## src/rtl/coeff_packer.sv

```systemverilog
// Packs PER_WORD narrow coefficients into one FIFO word, zero-padding at frame end.
// Define COEFF_PACKER_MSB_FIRST_EN to place slot 0 at the MSB instead of the LSB.
module coeff_packer #(
  parameter int COEFF_WIDTH = 16,
  parameter int DATA_WIDTH  = 64
) (
  input  logic                   clk,
  input  logic                   rst_n,
  input  logic                   in_valid,
  output logic                   in_ready,
  input  logic [COEFF_WIDTH-1:0] in_data,
  input  logic                   in_last,
  output logic [DATA_WIDTH-1:0]  fifo_data,
  output logic                   fifo_push,
  input  logic                   fifo_accept,
  input  logic                   fifo_almost_full,
  output logic                   frame_done,
  output logic                   busy
);

  localparam int PER_WORD   = DATA_WIDTH / COEFF_WIDTH;
  localparam int SLOT_WIDTH = (PER_WORD > 1) ? $clog2(PER_WORD) : 1;
  localparam logic [SLOT_WIDTH-1:0] LAST_SLOT = SLOT_WIDTH'(PER_WORD - 1);

  localparam logic [0:0] S_IDLE = 1'b0;
  localparam logic [0:0] S_FILL = 1'b1;

  generate
    if ((DATA_WIDTH % COEFF_WIDTH) != 0 || PER_WORD < 1) begin : g_bad_width
      $error("coeff_packer: DATA_WIDTH must be an exact multiple of COEFF_WIDTH");
    end
  endgenerate

  logic [0:0]            r_state;
  logic [SLOT_WIDTH-1:0] r_slot;
  logic [DATA_WIDTH-1:0] r_pack;
  logic [DATA_WIDTH-1:0] r_out_data;
  logic                  r_out_pend;
  logic                  r_out_last;
  logic                  r_frame_done;

  logic [DATA_WIDTH-1:0] w_placed;
  logic                  w_beat;
  logic                  w_complete;

  // Each lane is zero unless the current slot selects it, so OR-ing into r_pack fills one slot.
  genvar gi;
  generate
    for (gi = 0; gi < PER_WORD; gi++) begin : g_lane
`ifdef COEFF_PACKER_MSB_FIRST_EN
      localparam int LO = DATA_WIDTH - (gi + 1) * COEFF_WIDTH;
`else
      localparam int LO = gi * COEFF_WIDTH;
`endif
      assign w_placed[LO +: COEFF_WIDTH] = (r_slot == SLOT_WIDTH'(gi)) ? in_data : '0;
    end
  endgenerate

  // Ready depends only on FIFO status so upstream can never deadlock on its own valid.
  assign in_ready   = rst_n & ~fifo_almost_full & (~r_out_pend | fifo_accept);
  assign w_beat     = in_valid & in_ready;
  assign w_complete = (r_slot == LAST_SLOT) | in_last;

  always_ff @(posedge clk or negedge rst_n) begin
    if (!rst_n) begin
      r_state      <= S_IDLE;
      r_slot       <= '0;
      r_pack       <= '0;
      r_out_data   <= '0;
      r_out_pend   <= 1'b0;
      r_out_last   <= 1'b0;
      r_frame_done <= 1'b0;
    end else begin
      r_frame_done <= r_out_pend & fifo_accept & r_out_last;
      if (r_out_pend && fifo_accept) begin
        r_out_pend <= 1'b0;
      end
      // A completing beat in the same cycle as a handshake reloads the output register.
      if (w_beat) begin
        if (w_complete) begin
          r_out_data <= r_pack | w_placed;
          r_out_pend <= 1'b1;
          r_out_last <= in_last;
          r_pack     <= '0;
          r_slot     <= '0;
          r_state    <= S_IDLE;
        end else begin
          r_pack  <= r_pack | w_placed;
          r_slot  <= r_slot + SLOT_WIDTH'(1);
          r_state <= S_FILL;
        end
      end
    end
  end

  assign fifo_data  = r_out_data;
  assign fifo_push  = r_out_pend;
  assign frame_done = r_frame_done;
  assign busy       = (r_state == S_FILL) | r_out_pend;

endmodule

```

## config.mk

```make
export PLATFORM = sky130hd
export DESIGN_NAME = coeff_packer
export DESIGN_NICKNAME = d
export VERILOG_FILES = /design/src/rtl/coeff_packer.sv
export SDC_FILE = /design/constraint.sdc
export NUM_CORES = 1
export LEC_CHECK = 0
export BUFFER_PORTS_ARGS = -buffer_cell sky130_fd_sc_hd__buf_4
export CORE_MARGIN = 3
export CORE_UTILIZATION = 56
export DETAILED_ROUTE_END_ITERATION = 8
export PLACE_DENSITY = 0.79
export RECOVER_POWER = 50
export SYNTH_ARGS = -nofsm -noshare
export SYNTH_HDL_FRONTEND = slang
export SYNTH_SLANG_ARGS = --single-unit
export TNS_END_PERCENT = 20
```

## constraint.sdc

```tcl
create_clock -name clk -period 2.3 [get_ports clk]
set_clock_uncertainty 0.15 [all_clocks]
set_input_delay 0.115 -clock clk [delete_from_list [all_inputs] [get_ports clk]]
set_output_delay 0.115 -clock clk [all_outputs]
set_load 0.05 [all_outputs]
```

# Yosys cells after proc, flatten, opt, wreduce, memory -nomap -nowiden
# Cells that the tools add are included.
# W data, S select, Z words.
[word_totals]
register_bits = 134
input_bits = 22
out_inout_bits = 68
[classes]
add_sub_neg = 1
n_eq_ne = 3
muxes = 10
n_bitwise = 11
reduce_logical = 3
[op_table]
columns = ["operator", "count"]
rows = [
  ["$mux W16", 4],
  ["$mux W64", 1],
  ["$or A64 B64 Y64", 1],
  ["$and A1 B1 Y1", 5],
  ["$eq A2 B2 Y1 const B", 2],
  ["$mux W1", 4],
  ["$or A1 B1 Y1", 3],
  ["$add A2 B1 Y2 const B", 1],
  ["$eq A2 B1 Y1 const B", 1],
  ["$logic_not A2 Y1", 1],
  ["$mux W2", 1],
  ["$not A1 Y1", 2],
  ["$reduce_and A2 Y1", 1],
  ["$logic_and A1 B1 Y1", 1],
]

# Depth between registers and ports, before layout
[logic_depth]
ltp_word = 5
mapped_depth = 8
mapped_depth_nobuf = 5

# Worst setup path before layout
# No wires, ideal clock.
[synth_timing]
path_kind = "register -> register"
startpoint = "register r_out_pend (netlist: fifo_push)"
endpoint = "register r_out_data[40] (netlist: fifo_data[40])"
setup_time_ns = 0.079
arrival_time_ns = 1.589
t_required_ns = 2.071
setup_slack_ns = 0.482
stages_incl_launch_ff = 8
path_buffers = 4
cell_sequence = "dfrtp_1 > nand2b_1 > buf_6 > o2111a_1 > buf_2 > buf_6 > buf_8 > mux2i_1"
[synth_via]
elab_chain_len = 5
[synth_rtl]
columns = ["element", "line", "source"]
rows = [
  ["start, declared", "38", "logic r_out_pend;"],
  ["start signal, assigned", "70", "r_out_pend <= 1'b0;"],
  ["start signal, assigned", "76", "r_out_pend <= 1'b0;"],
  ["start signal, assigned", "82", "r_out_pend <= 1'b1;"],
  ["$not A1 Y1", "60", "assign in_ready = rst_n & ~fifo_almost_full & (~r_out_pend | fifo_accept);"],
  ["$or A1 B1 Y1", "60", ""],
  ["$and A1 B1 Y1", "60", ""],
  ["$and A1 B1 Y1", "61", "assign w_beat = in_valid & in_ready;"],
  ["$reduce_and A2 Y1 (no source line)", "--", ""],
  ["end signal, assigned", "81", "r_out_data <= r_pack | w_placed;"],
  ["end, declared", "37", "logic [DATA_WIDTH-1:0] r_out_data;"],
]
# No other way between the ends.
# A chain may end at the register's enable or synchronous reset.

# Final worst setup path
[layout_timing]
startpoint = "register r_slot[0]"
endpoint = "register r_out_last"
[layout_via]
elab_chain_len = 3
[layout_rtl]
columns = ["element", "line", "source"]
rows = [
  ["start, declared", "35", "logic [SLOT_WIDTH-1:0] r_slot;"],
  ["start signal, assigned", "89", "r_slot <= r_slot + SLOT_WIDTH'(1);"],
  ["$eq A2 B2 Y1", "62", "assign w_complete = (r_slot == LAST_SLOT) | in_last;"],
  ["$or A1 B1 Y1", "62", ""],
  ["$reduce_and A2 Y1 (no source line)", "--", ""],
  ["end signal, assigned", "83", "r_out_last <= in_last;"],
  ["end, declared", "39", "logic r_out_last;"],
]
# No other way between the ends.

==> flow_results.org <==
** Global routing
- Vias in the first global route :: roughly 4600
- Entering global routing, the biggest net connects about 140 pins.
- Global routing finished with a remaining overflow of 0.
- GRT Resource Usage Total :: 0.264
- Wire length of the first global-routing pass :: 23.5 mm
- Antenna violations before repair :: 0

** Flow run
- Max-cap violations in this run came to 1.

** Detailed routing
- The detailed router finished its first iteration with 270 violations.
- For this run, design rule violations remaining after detail routing come to 0.
- Using the TritonRoute via totals, the vias-per-cell ratio works out to ~5.7.
- After detailed routing, the total wire length is 14.3 mm.
- Via count :: between 4000 and 5000
- Dividing the detail-routed wire length by the instance count gives between 15 and 20 µm.
- The first detailed-routing pass ran for 5 iterations.
- Number of nets with antenna violations after detailed routing :: 0

** Yosys
- Of the total synthesized cell area, the portion taken by XOR and XNOR cells is 0.
- Total of flip-flops plus latches after synthesis :: about 130
- Sequential area share after synthesis :: 0.580
- Counting every net in the synthesized netlist gives ~550.
- Synthesized-area fraction occupied by and/or/nand/nor cells :: 0.0814
- Counting flops with a built-in enable in the synthesized netlist gives 0.
- Count of different cell masters after synthesis :: 27
- Summing every instance area after synthesis gives 5780 µm².
- The Yosys step of the flow raised 0 warnings.
- For this run, the leading register cell type out of synthesis is dfrtp_1.
- Multiplexer area fraction after synthesis :: 0.116
- Average cell area after synthesis :: between 10 and 15 µm²
- Of the total synthesized cell area, the portion taken by full adders, half adders and majority gates is 0.00866.
- The cell count after synthesis came out at between 500 and 600.
- Compound-cell area share of the yosys netlist :: 0.130
- After synthesis, the largest family of logic cells by area is compound AO/OA/AOI/OAI gates.
- Asr flop ratio synth :: 1.00

** Worst setup path
- The worst setup path is launched from a flip-flop.
- Along the worst path, the maximum fanout reaches 20.
- For the worst setup path, the data arrival time is 2.31 ns.
- Worst R2R Start :: r_slot[0]
- Required time of the critical path :: roughly 2.6 ns
- Crit end category :: flip-flop
- Critical Path Source :: r_slot[0]
- The worst setup path is of the flip-flop to flip-flop kind.

** Status
- The checks that failed: max-capacitance violations, max-slew violations.
- Run status :: complete, but fails checks

** Timing
- Final critical path time including I/O delays and setup :: around 2.1 ns
- Setup repair after global routing left no endpoint under its margin.
- Worst relative slew slack :: -0.119
- For this run, the top clock speed supported by timing is 0.485 GHz.
- Max Transition Viols Final :: between 100 and 150
- Setup violations remaining at the end of the flow were counted as 0.
- Hold violation total from the final report :: 0
- Of the available clock period, the critical path in the final layout requires 0.896.
- Accumulated negative setup slack :: 0 ns
- Tightest Pin Transition :: 1.68 ns
- Hold slack :: 0.0832 ns

** Floorplanning
- Starting utilization of the core area :: 0.583
- The region available for standard cell placement spans between 9000 and 10000 µm².
- The floorplan has 36 rows.
- In this run the count of I/O pins placed on the die edge is 90.
- Die extent in x :: approximately 110 µm
- The die covers approximately 12000 µm².
- Vertical die dimension :: ~110 µm

** Placed design
- Area after DPL :: ~6500 µm²
- The HPWL after detailed placement is roughly 8.5 mm.
- Final GP Congestion :: roughly 0.77
- The count of buffers added on input and output ports is 89.
- Number of cells in the design after placement :: 719

** Clock tree
- Number of clock buffers inserted by TritonCTS :: 17
- After clock tree synthesis, the clock-pin slew on the worst setup and hold paths is around 0.060 ns.
- Clock tree from TritonCTS :: yes
- Post-CTS setup buffers :: 0
- Cell at the root of the clock tree :: clkbuf_8
- Clock insertion delay at the later pin of the skew report :: about 0.51 ns
- The clock net in this run drives a total of between 100 and 150 sinks.
- The clock tree synthesis step divided the H-tree into 4 levels.
- Counting along the longest clock path gives a buffer depth of 2.

** Power
- Summed over all cells, the static leakage comes to between 3 and 4 nW.
- After layout, the design draws a total of ~0.011 W.
- Across the VDD grid, the largest voltage drop is ~0.69 mV.
- Cell area power density :: 1460 nW/µm²

** Cells and area
- Top library cells by usage in the layout, fill and taps aside :: dfrtp_1 (134), buf_4 (69), inv_1 (66)
- Once layout is done, the placed cells without fillers occupy just over 7000 µm².
- In the final design database the tool counted about 650 nets.
- In the final layout, the share of cells above drive strength 1 is 0.167.
- Diode count :: 0
- Area delta synth->final :: 25.4%
- Count of non-filler cells in the finished layout :: about 770
- Most common cell after layout, fill and taps aside :: dfrtp_1

** Min path
- Hold Path Origin :: fifo_almost_full
- Worst Hold Class :: primary input to flip-flop
cells by family (layout without fill, tap and decap cells):
kind of cell / count (synthesis) / in the layout
multiplexers: 67 / 67
AND/OR/NAND/NOR: 96 / 96
AO/OA/AOI/OAI: 115 / 115
buffers and inverters: 106 / 223
flip-flops: 134 / 134
adder cells (fa/ha/maj): 4 / 4
what timing repair did:
item                                    4_1_cts  5_1_grt
endpoints found under the setup margin        0        0
hold buffers                                 21        0
gates resized for setup                       0        0
hold endpoints to repair                    244        0
stage by stage:
step | util | setup WS [ns]
2_1_floorplan | - | 0.482
3_3_place_gp | 0.660 | 0.636
3_5_place_dp | 0.660 | 0.523
4_1_cts | 0.746 | 0.248
5_1_grt | 0.732 | 0.111
6_report | 0.732 | 0.239
critical path: stages, from the launching register on:
cell and delay, ns:
dfrtp_1 0.42, ha_1 0.21, buf_4 0.27, nand4_1 0.11, a32o_1 0.22, dlygate4sd3_1 0.55
flip-flops by register name, summed over array words and instances (netlist names):
register and flops:
fifo_data 64, r_pack 64, r_slot 2, fifo_push 1, frame_done 1, r_out_last 1, r_state 1
Yosys cell counts (2+ instances only):
cell        n  area, µm²
mux2i_1    65        651
clkbuf_1   19       71.3
buf_4       3       22.5
nand2_1     2       7.51
and3_1      9       56.3
buf_8       4       60.1
a21oi_1    64        320
dfrtp_1   134       3350
nor2_1     49        184
a31oi_1     8       50.1
mux2_2      2       22.5
buf_2      11       55.1
buf_6       2       22.5
inv_1      66        248
and2_1     30        188
a41oi_1    40        350
ha_1        4       50.1
final cells by class:
cell class                 count  area, µm²
clock buffer                  20        445
clock inverter                12        200
fill                         727       2660
inverter                      66        248
multi-input combinational    282       1960
sequential                   134       3350
tap                          133        166
timing repair buffer         125        876
report_power, final:
| part | internal (W) | switching, W |
|---|---|---|
| logic | 0.00114 | 0.00288 |
| registers | 0.00316 | 0.000507 |
| clock network | 0.00193 | 0.000993 |
final timing paths:
check	to	slack, ns	cells after the start
max	r_out_last	0.24	5
min	r_pack[0]	0.08	5
max reg2reg	r_out_last	0.24	5
min reg2reg	r_pack[57]	0.34	1
max in group asynchronous	r_pack[21]	0.34	3
min in group asynchronous	fifo_data[32]	0.53	3
routing by layer:
metal | global-route usage | part of all wire | vias to the layer above
met1 | 0.359 | 0.44 | 2202
met5 | 0 | 0 | -
met4 | 0.0821 | 0.017 | 0
li1 | - | - | 1995
met3 | 0.0720 | 0.059 | 24
met2 | 0.415 | 0.49 | 175
(Power assumes the default switching activity.)
